### src/rtl/shared_buffer_port_reader.sv
// shared_buffer_port_reader
// Read-side controller for the shared linked-list buffer. Snoops the write
// handshake to count complete packets per output port, drains one whole
// packet at a time in round-robin port order, and re-frames the returned
// words as a sop/eop/port stream through a 2-entry skid buffer.
module shared_buffer_port_reader #(
   parameter int N         = 13,
   parameter int NUM_PORTS = 8,
   parameter int LEN_DEPTH = 4
) (
   input  logic         clk,
   input  logic         rst,
   input  logic         wr_req,
   input  logic [N-1:0] wr_ip,
   input  logic [7:0]   packet_len,
   output logic         rd_req,
   output logic [N-1:0] ip,
   input  logic [N-1:0] odata,
   input  logic         shared_buffer_empty,
   output logic         out_valid,
   output logic [N-1:0] out_data,
   output logic [N-1:0] out_port,
   output logic         out_sop,
   output logic         out_eop,
   input  logic         out_ready,
   output logic         len_overflow
);

   localparam int PW = (NUM_PORTS > 1) ? $clog2(NUM_PORTS) : 1;
   localparam int AW = (LEN_DEPTH > 1) ? $clog2(LEN_DEPTH) : 1;
   localparam int CW = AW + 1;

   typedef enum logic [1:0] {
      ST_IDLE  = 2'd0,
      ST_READ  = 2'd1,
      ST_DRAIN = 2'd2
   } state_t;

   // Length-FIFO pointer advance with explicit wrap.
   function automatic logic [AW-1:0] ptr_inc(input logic [AW-1:0] p);
      return (p == AW'(LEN_DEPTH - 1)) ? '0 : p + 1'b1;
   endfunction

   // Per-port status shared between the snoop logic and the scheduler.
   logic [NUM_PORTS-1:0] pend;
   logic [NUM_PORTS-1:0] port_pop;
   logic [NUM_PORTS-1:0] port_ovf;
   logic [7:0]           head_len [NUM_PORTS];

   // Scheduler state.
   state_t        state_reg, state_next;
   logic [N-1:0]  ip_reg, ip_next;
   logic [PW-1:0] last_reg, last_next;
   logic [7:0]    words_left_reg, words_left_next;
   logic          first_reg, first_next;
   logic          len_overflow_reg;

   // Round-robin pick.
   logic          pick_found;
   logic [PW-1:0] pick_idx;
   logic [PW-1:0] pick_cand;

   // In-flight word (issued last cycle, data arrives this cycle) and skid.
   logic         infl_valid_reg;
   logic         infl_sop_reg;
   logic         infl_eop_reg;
   logic [N-1:0] infl_port_reg;
   logic [N-1:0] skid_data_reg [2];
   logic [N-1:0] skid_port_reg [2];
   logic [1:0]   skid_sop_reg;
   logic [1:0]   skid_eop_reg;
   logic         skid_wr_reg;
   logic         skid_rd_reg;
   logic [1:0]   skid_count_reg;
   logic         out_pop;
   logic [2:0]   occ_after;
   logic         issue;

   generate
      for (genvar gi = 0; gi < NUM_PORTS; gi++) begin : g_port
         logic [7:0]    rem_reg;
         logic [7:0]    cur_len_reg;
         logic [7:0]    len_mem [LEN_DEPTH];
         logic [AW-1:0] wr_ptr_reg;
         logic [AW-1:0] rd_ptr_reg;
         logic [CW-1:0] count_reg;
         logic          hit;
         logic          sop_word;
         logic          push_req;
         logic          push_ok;
         logic [7:0]    push_len;

         // A zero length on a packet's first word is ignored entirely.
         assign hit      = wr_req && (wr_ip == N'(gi));
         assign sop_word = hit && (rem_reg == 8'd0) && (packet_len != 8'd0);
         // Packet completes on a 1-word SOP or on the word taking rem to 0.
         assign push_req = (sop_word && (packet_len == 8'd1)) ||
                           (hit && (rem_reg == 8'd1));
         assign push_len = sop_word ? packet_len : cur_len_reg;
         assign push_ok  = push_req && (count_reg != CW'(LEN_DEPTH));

         assign port_ovf[gi] = push_req && (count_reg == CW'(LEN_DEPTH));
         assign pend[gi]     = (count_reg != '0);
         assign head_len[gi] = len_mem[rd_ptr_reg];

         // Snoop tracking and length-FIFO bookkeeping for this port.
         always_ff @(posedge clk) begin
            if (rst) begin
               rem_reg     <= '0;
               cur_len_reg <= '0;
               wr_ptr_reg  <= '0;
               rd_ptr_reg  <= '0;
               count_reg   <= '0;
            end else begin
               if (sop_word) begin
                  rem_reg     <= packet_len - 8'd1;
                  cur_len_reg <= packet_len;
               end else if (hit && (rem_reg != 8'd0)) begin
                  rem_reg <= rem_reg - 8'd1;
               end
               if (push_ok)
                  wr_ptr_reg <= ptr_inc(wr_ptr_reg);
               if (port_pop[gi])
                  rd_ptr_reg <= ptr_inc(rd_ptr_reg);
               // Simultaneous push and pop leave occupancy unchanged.
               if (push_ok && !port_pop[gi])
                  count_reg <= count_reg + 1'b1;
               else if (!push_ok && port_pop[gi])
                  count_reg <= count_reg - 1'b1;
            end
         end

         // Length storage; entries beyond the count are don't-care.
         always_ff @(posedge clk) begin
            if (push_ok)
               len_mem[wr_ptr_reg] <= push_len;
         end
      end
   endgenerate

   // Round-robin search starting one past the last served port.
   always_comb begin
      pick_found = 1'b0;
      pick_idx   = '0;
      pick_cand  = '0;
      for (int i = 1; i <= NUM_PORTS; i++) begin
         pick_cand = PW'((int'(last_reg) + i) % NUM_PORTS);
         if (!pick_found && pend[pick_cand]) begin
            pick_found = 1'b1;
            pick_idx   = pick_cand;
         end
      end
   end

   // Issue only if the skid can absorb this word after counting the one in flight.
   always_comb begin
      out_pop   = (skid_count_reg != 2'd0) && out_ready;
      occ_after = {1'b0, skid_count_reg} + {2'b00, infl_valid_reg} - {2'b00, out_pop};
      issue     = (state_reg == ST_READ) && !shared_buffer_empty &&
                  (occ_after <= 3'd1) && (words_left_reg != 8'd0);
   end

   // Scheduler next-state: pick a port, stream its packet, then one drain cycle.
   always_comb begin
      state_next      = state_reg;
      ip_next         = ip_reg;
      last_next       = last_reg;
      words_left_next = words_left_reg;
      first_next      = first_reg;
      port_pop        = '0;
      unique case (state_reg)
         ST_IDLE: begin
            if (pick_found) begin
               port_pop[pick_idx] = 1'b1;
               words_left_next    = head_len[pick_idx];
               ip_next            = N'(pick_idx);
               last_next          = pick_idx;
               first_next         = 1'b1;
               state_next         = ST_READ;
            end
         end
         ST_READ: begin
            if (issue) begin
               words_left_next = words_left_reg - 8'd1;
               first_next      = 1'b0;
               if (words_left_reg == 8'd1)
                  state_next = ST_DRAIN;
            end
         end
         ST_DRAIN: begin
            // The final word is in flight now and lands in the skid on this
            // edge, so the next packet can be picked right after.
            state_next = ST_IDLE;
         end
         default: state_next = ST_IDLE;
      endcase
   end

   // Scheduler state register and sticky overflow flag.
   always_ff @(posedge clk) begin
      if (rst) begin
         state_reg        <= ST_IDLE;
         ip_reg           <= '0;
         last_reg         <= PW'(NUM_PORTS - 1);
         words_left_reg   <= '0;
         first_reg        <= 1'b0;
         len_overflow_reg <= 1'b0;
      end else begin
         state_reg        <= state_next;
         ip_reg           <= ip_next;
         last_reg         <= last_next;
         words_left_reg   <= words_left_next;
         first_reg        <= first_next;
         len_overflow_reg <= len_overflow_reg | (|port_ovf);
      end
   end

   // In-flight tag tracking and skid pointers/occupancy.
   always_ff @(posedge clk) begin
      if (rst) begin
         infl_valid_reg <= 1'b0;
         infl_sop_reg   <= 1'b0;
         infl_eop_reg   <= 1'b0;
         infl_port_reg  <= '0;
         skid_wr_reg    <= 1'b0;
         skid_rd_reg    <= 1'b0;
         skid_count_reg <= '0;
      end else begin
         infl_valid_reg <= issue;
         infl_sop_reg   <= first_reg;
         infl_eop_reg   <= (words_left_reg == 8'd1);
         infl_port_reg  <= ip_reg;
         if (infl_valid_reg)
            skid_wr_reg <= ~skid_wr_reg;
         if (out_pop)
            skid_rd_reg <= ~skid_rd_reg;
         skid_count_reg <= skid_count_reg + {1'b0, infl_valid_reg} - {1'b0, out_pop};
      end
   end

   // Skid payload capture of the returned buffer word with its framing tags.
   always_ff @(posedge clk) begin
      if (infl_valid_reg) begin
         skid_data_reg[skid_wr_reg] <= odata;
         skid_port_reg[skid_wr_reg] <= infl_port_reg;
         skid_sop_reg[skid_wr_reg]  <= infl_sop_reg;
         skid_eop_reg[skid_wr_reg]  <= infl_eop_reg;
      end
   end

   assign rd_req       = issue;
   assign ip           = ip_reg;
   assign len_overflow = len_overflow_reg;
   assign out_valid    = (skid_count_reg != 2'd0);
   assign out_data     = out_valid ? skid_data_reg[skid_rd_reg] : '0;
   assign out_port     = out_valid ? skid_port_reg[skid_rd_reg] : '0;
   assign out_sop      = out_valid & skid_sop_reg[skid_rd_reg];
   assign out_eop      = out_valid & skid_eop_reg[skid_rd_reg];

endmodule

### config.mk
export PLATFORM = sky130hd
export DESIGN_NAME = shared_buffer_port_reader
export DESIGN_NICKNAME = d
export VERILOG_FILES = /design/src/rtl/shared_buffer_port_reader.sv
export SDC_FILE = /design/constraint.sdc
export NUM_CORES = 1
export LEC_CHECK = 0
export CAP_MARGIN = 20
export CORE_UTILIZATION = 56
export CTS_CLUSTER_SIZE = 24
export DETAILED_ROUTE_END_ITERATION = 10
export GPL_TIMING_DRIVEN = 0
export HOLD_SLACK_MARGIN = 0.1
export PLACE_DENSITY = 0.77
export SYNTH_ARGS = -nofsm -noshare
export SYNTH_HDL_FRONTEND = slang
export SYNTH_SLANG_ARGS = --single-unit
### constraint.sdc
create_clock -name clk -period 6.01 [get_ports clk]
set_clock_uncertainty 0.05 [all_clocks]
set_input_delay 1.202 -clock clk [delete_from_list [all_inputs] [get_ports clk]]
set_output_delay 1.202 -clock clk [all_outputs]
set_load 0.1 [all_outputs]
==> results by group <==
STA
  – Least-Margin Pin Slew: roughly 1100 ps
  – Final Hold Fails: 0
  – Fmax: between 150 and 200 MHz
  – Max-slew violations: 0
  – RSZ-0062 raised after global routing: no
  – Final worst path period need: ~5800 ps
  – Slew headroom: about a quarter
  – Final worst path period share: between 90% and 100%
  – Final Setup Violations: 0
  – Setup ws final: between 200 and 250 ps

Cells and area
  – P&R area growth vs syn: 13.8%
  – Final Util: about two thirds
  – Reg area: around 13,000 um^2
  – Fill cells: ~3.2k
  – Max FFs per register: between 200 and 300
  – ANT cells: 0
  – Share of post-route cells with drive strength above 1: 11.6%
  – Multi-input combinational cell area: between 9000 and 10,000 um^2
  – Nets: ~2.3k

Route
  – Vias: around 17k
  – Avg WL per Cell: between 20 and 25 um
  – DR iter-0 viols: between 1.5k and 2k
  – Post-DRT Antenna Nets: 0
  – DRC: 0
  – Total wire length: 61.6 mm
  – Drt pass-1 iters: 6
  – Via density: 6.09

Synthesis
  – Flops & latches, synth: between 500 and 600
  – Synthesized instance count: between 2k and 2.5k
  – Primary FF master, synth: edfxtp_1
  – Largest area contributor in the netlist: edfxtp_1
  – Most frequent cell after synthesis: edfxtp_1
  – Synth Warn #: 0
  – Synth async-reset ratio: 0%
  – Distinct cell type count after synthesis: 85
  – Synthesized area: between 20,000 and 25,000 um^2
  – Avg Cell Area, Syn: 11.6 um^2
  – Share of the synthesized area in the top cell type: between 30 and 40%
  – Seq/Total Area, Yosys: 55.8%
  – Post-synth EDFFs: between 200 and 300
  – Top post-synthesis cells by area: edfxtp_1 (37%), dfxtp_1 (19%), mux4_2 (7.0%)
  – Post-synth top cells: edfxtp_1 (292), nand2_1 (242), dfxtp_1 (229), nor2_1 (188), a21oi_1 (126)

Floorplan
  – Initial Util: a little under three fifths
  – Die X: about 210 um
  – Die area: 43,500 um^2
  – Io pins: 83
  – Row count: 75
  – CORE AREA: around 42,000 um^2
  – Die height: 209 um

Setup path
  – Critical-path cell list: clkbuf_4 > clkinvlp_4 > ha_1 > buf_2 > mux4_2 > mux2_2 > or4_4 > or2_1 > buf_6 > or4_4 > and2_4 > buf_6 > and4_1 > inv_1 > ha_1 > inv_1 > fa_1 > xor2_1 > or3_1 > a21oi_1
  – Top Family by Delay on Critical Path: simple AND/OR/NAND/NOR gates
  – CP Launch Type: register
  – Worst Path Arrival: ~6300 ps
  – CP Capture Type: register
  – Critical Path RT: ~6500 ps
  – CP Class: register to register
  – Largest stage delay, worst path: between 600 and 700 ps
  – Crit path buffers/inverters: 7
  – Crit-path max FO: 10
  – Slowest cell on crit path: mux4_2

Place
  – DP HPWL: around 44 mm
  – GP Congestion: about 0.95
  – Pre-CTS setup slack: -528 ps
  – IO Port Bufs: 58

Power
  – Worst VDD drop: between 0.0005 and 0.0006 V
  – Lkg Pwr: ~9.6 nW
  – Pwr per Cell Area: about 470 nW/um^2

Status
  – Status: complete, no violations

Clock tree
  – Clk Latency, worst-skew pair: between 600 and 700 ps
  – Cts hold-fix bufs: 0
  – Clock buffer count from CTS: 52
  – CTS max path bufs: 3
  – Worst-path clk slew: approximately 60 ps
  – Root Buffer: clkbuf_16
  – CTS sink count: between 500 and 600
  – CTS tree: built
  – H-tree depth: 2

Global routing
  – Gr ovfl total: 0
  – First-pass GRT wire length: slightly above 90 mm
  – Largest net degree at the start of global routing: 19
  – Initial antenna violation count: 1
  – Total global-route track usage: between 20% and 30%
  – Via count of the first global-routing pass: between 15k and 20k

Job
  – Max-cap violations: 0

Worst hold path
  – Hold crit path type: register to register
kinds of logic after synthesis:
group	after synthesis	share of synthesized area (%)
AND/OR/NAND/NOR	700	13.8
flip-flops	521	55.8
AO/OA/AOI/OAI	335	8.81
multiplexers	193	12.1
buffers and inverters	186	3.36
adder cells (fa/ha/maj)	84	4.68
XOR/XNOR	36	1.40
other	1	0.0157
worst reg2reg max path, delay by kind of cell (launching register included):
family          cells  cell delay, ps
flops               1             360
simple gates        6            2010
buf+inv             7            1130
fa+ha+maj           3             880
compound gates      1             150
xor+xnor            1             180
mux                 2             960
layout by cell type, fill, tap and decap left out, drive strengths merged, types with 14 or more instances in the layout:
cell type      synthesis  final
clkbuf                62    132
clkinv                 0     16
nor3                  58     58
dfxtp                229    229
mux2                  24     24
a211oi                29     29
nand2b                14     14
and2                  45     45
inv                   68     69
nand3                 24     24
xor2                  24     24
nand2                244    244
mux4                  74     74
mux2i                 95     95
edfxtp               292    292
ha                    75     75
o21ai                 70     70
clkdlybuf4s50          0     57
conb                   1     20
a21oi                126    126
nor2                 188    188
a22oi                 18     18
a32oi                 14     14
nor2b                 30     30
buf                   56     74
nor4                  26     26
or3                   30     30
metal layers:
layer  up-vias  global-route usage (%)  part of all wire (%)
li1       7801                       -                     -
met2       683                    46.1                    47
met1      8393                    38.7                    42
met5         -                       0                     0
met4         0                    10.1                   3.1
met3       115                    4.52                   7.1
what timing repair did:
| action | 4_1_cts | 5_1_grt |
|---|---|---|
| setup buffers | 1 | 6 |
| setup endpoints to repair | 20 | 15 |
| resized for setup | 4 | 9 |
| cloned | 0 | 1 |
| endpoints found under the hold margin | 0 | 0 |
report_power, final:
part | switching (mW) | internal (mW) | leakage (nW)
Combinational | 3.51 | 1.93 | 4.39
Clock | 1.40 | 1.90 | 0.834
Sequential | 0.141 | 3.91 | 4.36
metrics by stage:
stage / instance area [um^2] / power (mW) / hold slack [ps] / setup TNS [ps] / instances
floorplan: 24000 / 7.99 / 354 / 0 / 2075
global placement: 25200 / 9.31 / 356 / -68270 / 2672
detailed placement: 25400 / 9.40 / 368 / -5140 / 2683
CTS: 27100 / 12.7 / 382 / 0 / 2781
global route: 27200 / 13.3 / 396 / 0 / 2789
finish: 27200 / 12.8 / 381 / 0 / 2789
area by class of cell:
class                   instances  area share, %
repair buffers                 77           2.82
multi-input cells            1368           36.3
clock inverters                29           1.16
flip-flops and latches        521           49.1
clock buffers                  69           5.24
plain buffers                 117           2.02
well taps                     539           2.48
inverters                      68          0.952
repair inverters                1         0.0184
path summary, 6_finish.rpt:
check                         from                     end  slack (ps)  cells after the start
setup / recovery       last_reg[0]  g_port[2].count_reg[2]         200                     20
hold / removal    infl_port_reg[1]     skid_port_reg[0][1]         380                      0
hold reg to reg   infl_port_reg[1]     skid_port_reg[0][1]         380                      0
setup reg to reg       last_reg[0]  g_port[2].count_reg[2]         200                     20
Note: power is estimated with default switching activity, not from simulation.
